[config.mk]
export PLATFORM = sky130hd
export DESIGN_NAME = alu_exec_stage
export DESIGN_NICKNAME = d
export VERILOG_FILES = /design/src/rtl/alu_defs_pkg.sv /design/src/rtl/alu_exec_stage_comb.sv /design/src/rtl/alu_exec_stage.sv
export SDC_FILE = /design/constraint.sdc
export NUM_CORES = 1
export LEC_CHECK = 0
export ABC_AREA = 1
export CORE_ASPECT_RATIO = 1.2
export CORE_MARGIN = 8
export CORE_UTILIZATION = 54
export DETAILED_ROUTE_END_ITERATION = 16
export PLACE_DENSITY = 0.79
export SYNTH_ARGS = -nofsm -noshare
export SYNTH_HDL_FRONTEND = slang
export SYNTH_SLANG_ARGS = --single-unit
[constraint.sdc]
create_clock -name clk -period 1.7 [get_ports clk]
set_input_delay 0.51 -clock clk [delete_from_list [all_inputs] [get_ports clk]]
set_output_delay 0.51 -clock clk [all_outputs]
set_load 0.05 [all_outputs]
[src/rtl/alu_defs_pkg.sv]
// Shared opcode and FSM encodings for the execute stage.
package alu_defs;

    localparam logic [3:0] OP_AND = 4'd0;
    localparam logic [3:0] OP_OR  = 4'd1;
    localparam logic [3:0] OP_XOR = 4'd2;
    localparam logic [3:0] OP_ADD = 4'd3;
    localparam logic [3:0] OP_SUB = 4'd4;
    localparam logic [3:0] OP_SLT = 4'd5;
    localparam logic [3:0] OP_SLL = 4'd6;
    localparam logic [3:0] OP_SRL = 4'd7;
    localparam logic [3:0] OP_SRA = 4'd8;

    localparam logic [0:0] ST_IDLE  = 1'b0;
    localparam logic [0:0] ST_SHIFT = 1'b1;

    // Shift ops are the only ones that may take more than one cycle.
    function automatic logic is_shift_op(input logic [3:0] op);
        return (op == OP_SLL) || (op == OP_SRL) || (op == OP_SRA);
    endfunction

endpackage

[src/rtl/alu_exec_stage_comb.sv]
// Gate-level bitwise blocks and the single-cycle ALU datapath.

// Per-bit AND gate array.
module And #(
    parameter int W = 32
) (
    input  logic [W-1:0] a,
    input  logic [W-1:0] b,
    output logic [W-1:0] y
);
    for (genvar i = 0; i < W; i++) begin : g_bit
        assign y[i] = a[i] & b[i];
    end
endmodule

// Per-bit OR gate array.
module Or #(
    parameter int W = 32
) (
    input  logic [W-1:0] a,
    input  logic [W-1:0] b,
    output logic [W-1:0] y
);
    for (genvar i = 0; i < W; i++) begin : g_bit
        assign y[i] = a[i] | b[i];
    end
endmodule

// Purely combinational result for every single-cycle op. Shift opcodes
// return operand A unchanged, which is the correct answer for a zero shift;
// nonzero shifts are handled by the iterative shifter in the stage.
module alu_comb_unit
    import alu_defs::*;
#(
    parameter int WIDTH = 32
) (
    input  logic [3:0]       op,
    input  logic [WIDTH-1:0] a,
    input  logic [WIDTH-1:0] b,
    output logic [WIDTH-1:0] res,
    output logic             ovf,
    output logic             illegal
);
    logic [WIDTH-1:0] and_y, or_y, sum, diff;
    logic             slt;

    And #(.W(WIDTH)) u_and (.a(a), .b(b), .y(and_y));
    Or  #(.W(WIDTH)) u_or  (.a(a), .b(b), .y(or_y));

    assign sum  = a + b;
    assign diff = a - b;
    assign slt  = $signed(a) < $signed(b);

    // Opcode select; overflow only meaningful for ADD/SUB.
    always_comb begin
        res     = '0;
        ovf     = 1'b0;
        illegal = 1'b0;
        case (op)
            OP_AND: res = and_y;
            OP_OR:  res = or_y;
            OP_XOR: res = a ^ b;
            OP_ADD: begin
                res = sum;
                ovf = (a[WIDTH-1] == b[WIDTH-1]) && (sum[WIDTH-1] != a[WIDTH-1]);
            end
            OP_SUB: begin
                res = diff;
                ovf = (a[WIDTH-1] != b[WIDTH-1]) && (diff[WIDTH-1] != a[WIDTH-1]);
            end
            OP_SLT: res = {{(WIDTH-1){1'b0}}, slt};
            OP_SLL, OP_SRL, OP_SRA: res = a;
            default: illegal = 1'b1;
        endcase
    end
endmodule

[src/rtl/alu_exec_stage.sv]
// Registered execute stage: single-cycle ALU ops plus a one-bit-per-cycle
// shifter, valid/ready on both sides, synchronous flush.
module alu_exec_stage
    import alu_defs::*;
#(
    parameter int WIDTH = 32,
    parameter int OPW   = 4
) (
    input  logic             clk,
    input  logic             rst_n,
    input  logic             flush,
    input  logic             in_valid,
    output logic             in_ready,
    input  logic [OPW-1:0]   op,
    input  logic [WIDTH-1:0] in1,
    input  logic [WIDTH-1:0] in2,
    output logic             out_valid,
    input  logic             out_ready,
    output logic [WIDTH-1:0] result,
    output logic             zero,
    output logic             ovf,
    output logic             illegal
);
    logic [0:0]       state_q, state_d;
    logic [WIDTH-1:0] sh_q, sh_d, sh_next;
    logic [4:0]       cnt_q, cnt_d;
    logic [OPW-1:0]   op_q, op_d;
    logic             out_valid_q, out_valid_d;
    logic [WIDTH-1:0] result_q, result_d;
    logic             zero_q, zero_d, ovf_q, ovf_d, illegal_q, illegal_d;

    logic [WIDTH-1:0] c_res;
    logic             c_ovf, c_illegal, accept;

    alu_comb_unit #(.WIDTH(WIDTH)) u_comb (
        .op(op), .a(in1), .b(in2), .res(c_res), .ovf(c_ovf), .illegal(c_illegal)
    );

    // Flush blocks acceptance so an aborted cycle cannot start new work.
    assign in_ready = !flush && (state_q == ST_IDLE) && (!out_valid_q || out_ready);
    assign accept   = in_valid && in_ready;

    // One-bit step of the in-flight shift, direction chosen by the latched op.
    always_comb begin
        case (op_q)
            OP_SLL:  sh_next = {sh_q[WIDTH-2:0], 1'b0};
            OP_SRL:  sh_next = {1'b0, sh_q[WIDTH-1:1]};
            default: sh_next = {sh_q[WIDTH-1], sh_q[WIDTH-1:1]};
        endcase
    end

    // Next-state: flush beats accept, accept beats shift progress.
    always_comb begin
        state_d     = state_q;
        sh_d        = sh_q;
        cnt_d       = cnt_q;
        op_d        = op_q;
        out_valid_d = out_valid_q && !out_ready;
        result_d    = result_q;
        zero_d      = zero_q;
        ovf_d       = ovf_q;
        illegal_d   = illegal_q;
        if (flush) begin
            out_valid_d = 1'b0;
            state_d     = ST_IDLE;
            cnt_d       = '0;
        end else if (accept) begin
            if (is_shift_op(op) && (in2[4:0] != 5'd0)) begin
                state_d = ST_SHIFT;
                sh_d    = in1;
                cnt_d   = in2[4:0];
                op_d    = op;
            end else begin
                out_valid_d = 1'b1;
                result_d    = c_res;
                zero_d      = (c_res == '0);
                ovf_d       = c_ovf;
                illegal_d   = c_illegal;
            end
        end else if (state_q == ST_SHIFT) begin
            sh_d  = sh_next;
            cnt_d = cnt_q - 5'd1;
            if (cnt_q == 5'd1) begin
                state_d     = ST_IDLE;
                out_valid_d = 1'b1;
                result_d    = sh_next;
                zero_d      = (sh_next == '0);
                ovf_d       = 1'b0;
                illegal_d   = 1'b0;
            end
        end
    end

    // State and output registers, asynchronously cleared.
    always_ff @(posedge clk or negedge rst_n) begin
        if (!rst_n) begin
            state_q     <= ST_IDLE;
            sh_q        <= '0;
            cnt_q       <= '0;
            op_q        <= '0;
            out_valid_q <= 1'b0;
            result_q    <= '0;
            zero_q      <= 1'b0;
            ovf_q       <= 1'b0;
            illegal_q   <= 1'b0;
        end else begin
            state_q     <= state_d;
            sh_q        <= sh_d;
            cnt_q       <= cnt_d;
            op_q        <= op_d;
            out_valid_q <= out_valid_d;
            result_q    <= result_d;
            zero_q      <= zero_d;
            ovf_q       <= ovf_d;
            illegal_q   <= illegal_d;
        end
    end

    assign out_valid = out_valid_q;
    assign result    = result_q;
    assign zero      = zero_q;
    assign ovf       = ovf_q;
    assign illegal   = illegal_q;
endmodule

==> results of run 1 <==
[logic make-up after synthesis]
kind of cell | synth area share, %
flops | 17.4
xor+xnor | 0.312
fa+ha+maj | 12.6
compound gates | 15.7
simple gates | 39.3
buf+inv | 14.6
[metrics by stage]
step / worst slack (ns) / utilization (%) / instance area (µm²) / hold WS, ns / std cells
after detailed placement: -1.81 / 80.9 / 16400 / 0.483 / 2660
after global placement: -1.81 / 80.9 / 16400 / 0.482 / 2660
after floorplan: -0.675 / - / 11400 / 0.214 / 1897
==> flow_summary.json, run 1 <==
{
  "synth_area_um2": 11200,
  "numClockSinks": 78,
  "cts_buffer_depth": 2,
  "htree_levels": 3,
  "placementRows": 57,
  "lastStage": "4_1_cts",
  "synth_edf_count": 0,
  "synth_nets": 2082,
  "synth-seq-cells": 78,
  "synth_area_leaders": "nand2_1 20%, dfrtp_1 17%, ha_1 12%",
  "tool.error": "[ERROR DPL-0038] Utilization greater than 100%, impossible to legalize",
  "netlist.top_cell.by_area": "nand2_1",
  "synth.most_common_cell": "nand2_1",
  "yosysUniqueCellTypes": 48,
  "initial_utilization_pct": 55.2,
  "hpwl_mm": 41.2,
  "synth_top_area_share_pct": 19.7,
  "place_congestion": 1.05,
  "ys_warn_count": 0,
  "synth-async-reset-ratio_pct": 100,
  "post_cts_buffers": 127,
  "cts_resized": 989,
  "ctsHoldBuffers": 0,
  "io-pin-count": 110,
  "status": "stopped before the end",
  "cts_buffers": 9,
  "seq_area_frac_synth_pct": 17.4,
  "synthFlopType": "dfrtp_1",
  "root_buffer": "clkbuf_16",
  "portBuffers": 109,
  "die_h_um": 174,
  "synth_common_cells": "590 x nand2_1, 307 x inv_1, 162 x nor2_1",
  "syn_area_per_cell_um2": 5.91,
  "synth_cells": 1897,
  "die_x_um": 148
}
==> inputs of run 2 (changes only) <==
--- a/config.mk
+++ b/config.mk
@@ -6,11 +6,10 @@
 export NUM_CORES = 1
 export LEC_CHECK = 0
 export ABC_AREA = 1
-export CORE_ASPECT_RATIO = 1.2
 export CORE_MARGIN = 8
-export CORE_UTILIZATION = 54
+export CORE_UTILIZATION = 40
 export DETAILED_ROUTE_END_ITERATION = 16
-export PLACE_DENSITY = 0.79
+export PLACE_DENSITY_LB_ADDON = 0.15
 export SYNTH_ARGS = -nofsm -noshare
 export SYNTH_HDL_FRONTEND = slang
 export SYNTH_SLANG_ARGS = --single-unit
==> constraint.sdc (replaced) <==
create_clock -name clk -period 2.2 [get_ports clk]
set_input_delay 0.66 -clock clk [delete_from_list [all_inputs] [get_ports clk]]
set_output_delay 0.66 -clock clk [all_outputs]
set_load 0.05 [all_outputs]
==> run 2 against run 1 <==
- the flow now finishes, with violations (setup timing)
- synthesized cell count unchanged
- area after synthesis unchanged
==> flow_summary.json, run 2 <==
{
  "fin_util_pct": 76.5,
  "synth_common_cells": "590 x nand2_1, 307 x inv_1, 162 x nor2_1",
  "pwr-share-seq_pct": 19.7,
  "fmax_mhz": 372,
  "track_usage_pct": 32.1,
  "switching_share_pct": 47.7,
  "rsz0062_at_grt": "yes",
  "post_drt_wl_per_cell_um": 19.9,
  "drc": 0,
  "hpwl_mm": 43.4,
  "yosysUniqueCellTypes": 48,
  "arrival_ns": 2.96,
  "place_inst": 2790,
  "cp_cell_sequence": "buf_12, inv_12, ha_4, fa_2, inv_2, nand2_4, nand2_4, nand4_1, nand2_2, buf_6, nand2_4, nand3_4, nand3_4, nor2_4, nand2_2, nor2_2, nand3_2, nor2_1, nand3_1, a21oi_2",
  "synth_area_leaders": "nand2_1 20%, dfrtp_1 17%, ha_1 12%",
  "num_vias": 15700,
  "diodes": 0,
  "numClockSinks": 78,
  "grt_overflow": 0,
  "totalWireLength_mm": 58.2,
  "leakage_nw": 10.7,
  "cts_tree": "yes",
  "viasPerCell": 5.37,
  "drtIter0Drc": 1364,
  "layout-drive-gt1-share_pct": 59.1,
  "final.setup.tns_ns": -5.76,
  "netlist.top_cell.by_area": "nand2_1",
  "synth_edf_count": 0,
  "die_x_um": 183,
  "holdCritPathClass": "in -> async",
  "antenna_found_initial": 0,
  "finalSetupViolCount": 25,
  "synth_nets": 2082,
  "end_kind": "flop",
  "placementRows": 61,
  "synth-seq-cells": 78,
  "place_congestion": 1.01,
  "portBuffers": 109,
  "synth.most_common_cell": "nand2_1",
  "final_common_cell": "buf_4",
  "status": "finished with violations",
  "start_kind": "input port",
  "synth_area_um2": 11200,
  "synth-async-reset-ratio_pct": 100,
  "grt_pass1_vias": 15100,
  "ctsHoldBuffers": 0,
  "cts_buffers": 9,
  "io-pin-count": 110,
  "seq_area_frac_synth_pct": 17.4,
  "clock_latency_ns": 0.33,
  "drv_slew": 0,
  "fin_total_pwr_mw": 12.5,
  "synthFlopType": "dfrtp_1",
  "holdWs_ns": 0.194,
  "clkPwrFrac_pct": 12.3,
  "postRouteAntennaNets": 0,
  "pre_cts_ws_ns": -1.57,
  "min_period_over_period_pct": 122,
  "worst_slew_pin_slew_ns": 0.443,
  "cpMaxStageDelayCell": "fa_2",
  "cts.clk_slew.worst_paths_ns": 0.06,
  "ys_warn_count": 0,
  "design.die.area_um2": 33700,
  "worstPathMaxFanout": 3,
  "cap_violations": 0,
  "period_needed_ns": 2.69,
  "synth_top_area_share_pct": 19.7,
  "crit_path_frequent_cell": "nand2_4",
  "htree_levels": 3,
  "violations": "setup timing",
  "stdcell_area_um2": 21200,
  "synth_cells": 1897,
  "cts_buffer_depth": 2,
  "drt_first_pass_iters": 7,
  "grt_pass1_wl_mm": 83.6,
  "setup_ws_ns": -0.491,
  "critPathMaxStageDelay_ns": 0.35,
  "p_switching_mw": 5.98,
  "initial_utilization_pct": 40.5,
  "nNetsFinal": 2733,
  "root_buffer": "clkbuf_16",
  "comb_power_share_pct": 68.0,
  "hold_viol": 0,
  "required_ns": 2.47,
  "dpl-instance-area_um2": 16200,
  "die_h_um": 183,
  "p_int_mw": 6.55,
  "final_cells": 2930,
  "fin_worst_skew_ns": 0.00891,
  "power.density_nw_per_um2": 591,
  "grt_start_max_net_pins": 47,
  "syn_area_per_cell_um2": 5.91,
  "vdd_drop_max_uv": 444,
  "syn2layout_area_growth_pct": 88.8,
  "final_cell_mix": "511 x buf_4, 347 x nand2_1, 171 x nand2_2, 168 x inv_1, 123 x inv_2",
  "max_slew_margin_pct": 70.2,
  "core_um2": 27700,
  "worstSetupPathType": "in -> reg"
}
[run 2: critical path: cells and delay by family]
kind | cells | cell delay, ns
adder cells (fa/ha/maj) | 2 | 0.50
AO/OA/AOI/OAI | 1 | 0.15
AND/OR/NAND/NOR | 13 | 1.27
buffers and inverters | 4 | 0.35
[run 2: metal layers]
metal  global-route usage [%]  vias to the layer above  wire length, µm
met2                     50.8                      718            26800
li1                         -                     7380                -
met1                     43.8                     7527            24600
met3                     4.15                      112             4590
met4                     12.0                        0             2160
met5                        0                        -                0
[run 2: power by group through the flow]
stage	combinational, mW	clock, mW	sequential, mW
6_report	8.52	1.54	2.46
5_1_grt	9.07	1.61	2.54
4_1_cts	7.68	1.55	2.45
3_5_place_dp	6.74	0	2.46
3_3_place_gp	6.68	0	2.45
2_1_floorplan	2.81	0	3.51
[run 2: area by class of cell]
type	count	area [µm²]
flip-flops and latches	78	1950
clock buffers	10	229
clock inverters	5	75.1
fillers	2113	6520
well taps	378	473
inverters	327	1340
multi-input cells	1422	10900
repair buffers	710	6170
[run 2: what timing repair did]
action / 4_1_cts / 5_1_grt
gates resized for setup: 841 / 525
gates cloned: 4 / 1
setup buffers: 92 / 55
endpoints found under the setup margin: 79 / 62
pin swaps: 190 / 243
[run 2: worst paths after layout]
kind / from / slack [ns] / cells after the start / end
max: in1[0] / -0.49 / 20 / zero$_DFFE_PN0P_
min: rst_n / 0.19 / 1 / result[3]$_DFFE_PN0P_
max reg2reg: op_q[3]$_DFFE_PN0P_ / -0.08 / 10 / zero$_DFFE_PN0P_
min reg2reg: illegal$_DFFE_PN0P_ / 0.50 / 2 / illegal$_DFFE_PN0P_
max in group asynchronous: rst_n / 1.46 / 2 / sh_q[14]$_DFFE_PN0P_
min in group clk: illegal$_DFFE_PN0P_ / 0.50 / 2 / illegal$_DFFE_PN0P_
[run 2: cell families (layout without fill, tap and decap cells)]
group,count (synthesis),in the layout,share of synthesized area [%]
xor+xnor,4,4,0.312
buf+inv,397,1052,14.6
simple gates,1023,1023,39.3
compound gates,283,283,15.7
flops,78,78,17.4
fa+ha+maj,112,112,12.6
No activity file was read; power rests on OpenSTA's default activity.
==> inputs of run 3 (changes only) <==
==> constraint.sdc (replaced) <==
create_clock -name clk -period 2.45 [get_ports clk]
set_input_delay 0.735 -clock clk [delete_from_list [all_inputs] [get_ports clk]]
set_output_delay 0.735 -clock clk [all_outputs]
set_load 0.05 [all_outputs]
==> run 3 against run 2 <==
- the run still ends with setup timing left
- final area grew 0.60%
- worst setup slack gained 0.12 ns
- first-iteration DRC count grew 4.3%
- clock skew shrank 0.0032 ns
- critical endpoint unchanged
==> flow_summary.json, run 3 (synthesized netlist as in run 2, its figures left out) <==
{
  "htree_levels": 3,
  "track_usage_pct": 31.9,
  "endpoint": "zero$_DFFE_PN0P_",
  "fmax_mhz": 355,
  "drtIter0Drc": 1422,
  "reg2reg_from": "op_q[3]$_DFFE_PN0P_",
  "setup_ws_ns": -0.368,
  "cp-startpoint": "in1[0]",
  "placementRows": 61,
  "drc": 0,
  "final_cells": 2953,
  "postRouteAntennaNets": 0,
  "syn2layout_area_growth_pct": 90.0,
  "final_common_cell": "buf_4",
  "arrival_ns": 3.08,
  "max_slew_margin_pct": 63.2,
  "rsz0062_at_grt": "yes",
  "design.die.area_um2": 33700,
  "cap_violations": 0,
  "core_um2": 27700,
  "totalWireLength_mm": 59.0,
  "cts_buffer_depth": 2,
  "worstSetupPathType": "in -> reg",
  "min_period_over_period_pct": 115,
  "end_kind": "flop",
  "place_congestion": 1.02,
  "worstPathMaxFanout": 4,
  "start_kind": "input port",
  "status": "finished with violations",
  "drt_first_pass_iters": 5,
  "die_h_um": 183,
  "multi_input_area_um2": 10800,
  "numClockSinks": 78,
  "violations": "setup timing",
  "vdd_drop_max_uv": 450,
  "hold_viol": 0,
  "leakage_nw": 10.7,
  "grt_overflow": 0,
  "power.density_nw_per_um2": 530,
  "hpwl_mm": 43.2,
  "final_cell_mix": "480 x buf_4, 380 x nand2_1, 176 x inv_1, 150 x nand2_2, 147 x buf_6",
  "final.setup.tns_ns": -2.04,
  "io-pin-count": 110,
  "ctsHoldBuffers": 0,
  "cts_buffers": 9,
  "place_inst": 2780,
  "finalSetupViolCount": 14,
  "grt_start_max_net_pins": 58,
  "fin_worst_skew_ns": 0.00573,
  "cts.clk_slew.worst_paths_ns": 0.06,
  "portBuffers": 109,
  "layout-drive-gt1-share_pct": 55.7,
  "worst_slew_pin_slew_ns": 0.552,
  "cts_tree": "yes",
  "holdCritPathClass": "in -> async",
  "antenna_found_initial": 3,
  "grt_pass1_wl_mm": 83.9,
  "num_vias": 15900,
  "post_drt_wl_per_cell_um": 20.0,
  "diodes": 0,
  "period_needed_ns": 2.82,
  "drv_slew": 0,
  "clock_latency_ns": 0.33,
  "reg2reg_depth": 13,
  "die_x_um": 183,
  "nNetsFinal": 2755,
  "regArea_um2": 1950,
  "required_ns": 2.71,
  "root_buffer": "clkbuf_16",
  "fillCellCount": 2044,
  "viasPerCell": 5.39,
  "r2r_slack_ns": 0.18,
  "grt_pass1_vias": 15200,
  "initial_utilization_pct": 40.5,
  "timing.rr.end": "zero$_DFFE_PN0P_"
}
-- run 3: changes by cell type in the layout (fill, tap and decap cells not counted), moves of 9 or more --
cell / change
inv_2: -19
nand2_2: -21
inv_4: +10
nand2_1: +33
buf_6: +27
nand2_4: -11
o21ai_1: -19
ha_2: +9
nand3_1: +17
clkdlybuf4s50_1: +36
buf_4: -31
o21ai_0: +17
nand3_2: -18
-- run 3: how the worst min path moves through the flow --
stage,cells past startpoint,slack (ns),endpoint
finish,1,0.39,result[3]$_DFFE_PN0P_
floorplan,0,0.44,cnt_q[0]$_DFFE_PN0P_
global placement,2,0.47,result[0]$_DFFE_PN0P_
CTS,1,0.40,result[3]$_DFFE_PN0P_
detailed placement,2,0.48,result[0]$_DFFE_PN0P_
global route,1,0.43,cnt_q[4]$_DFFE_PN0P_
-- run 3: routing by layer --
metal  vias up  GRT usage, %  routed length [µm]  part of all wire, %
li1       7415             -                   -                    -
met2       799          52.1               27400                   46
met1      7514          42.9               24000                   41
met5         -             0                  32                0.054
met3       180          4.45                5070                  8.6
met4         4          10.3                2520                  4.3
-- run 3: layout make-up --
| cell class | count | share of cell area [%] |
|---|---|---|
| Sequential cell | 78 | 9.16 |
| Multi-Input combinational cell | 1422 | 50.5 |
| Clock inverter | 4 | 0.329 |
| Inverter | 327 | 6.41 |
| Timing Repair Buffer | 732 | 30.2 |
| Tap cell | 378 | 2.22 |
| Clock buffer | 12 | 1.16 |
-- run 3: through the flow --
step                hold slack [ns]  cell area, µm²  total power [mW]  util, %  setup slack (ns)
global route                  0.434           21300              11.9     76.9            -0.489
CTS                           0.404           19500              10.6     70.4            -0.332
global placement              0.469           16100              8.16     58.0             -1.40
floorplan                     0.439           11300              5.61        -            -0.150
finish                        0.390           21300              11.3     76.9            -0.368
detailed placement            0.478           16100              8.20     58.0             -1.45
-- run 3: worst max-delay path, stage by stage --
cell     delay (ns)
buf_12         0.11
inv_12         0.03
ha_4           0.15
fa_2           0.35
inv_2          0.09
nand2_4        0.07
nand2_4        0.07
buf_6          0.10
nand4_1        0.12
nand2_2        0.14
nand2_2        0.08
nand2_2        0.07
nand2_1        0.05
nand2_1        0.05
nor2_1         0.04
nor2_2         0.13
nand2_1        0.06
nor2_1         0.13
nand3_2        0.11
nor2_2         0.14
nand3_2        0.08
a21oi_2        0.15
-- run 3: timing repair --
| item | 4_1_cts | 5_1_grt |
|---|---|---|
| gates resized for setup | 898 | 444 |
| endpoints found under the hold margin | 0 | 0 |
| buffers inserted | 118 | 58 |
| setup endpoints to repair | 79 | 74 |
| pin swaps | 215 | 222 |
| cloned | 1 | 3 |
-- run 3: where the power goes --
group / total (mW) / internal (mW) / switching, mW
clock: 1.43 / 0.918 / 0.517
combinational: 7.66 / 3.16 / 4.50
sequential: 2.21 / 1.87 / 0.340
total: 11.3 / 5.95 / 5.36
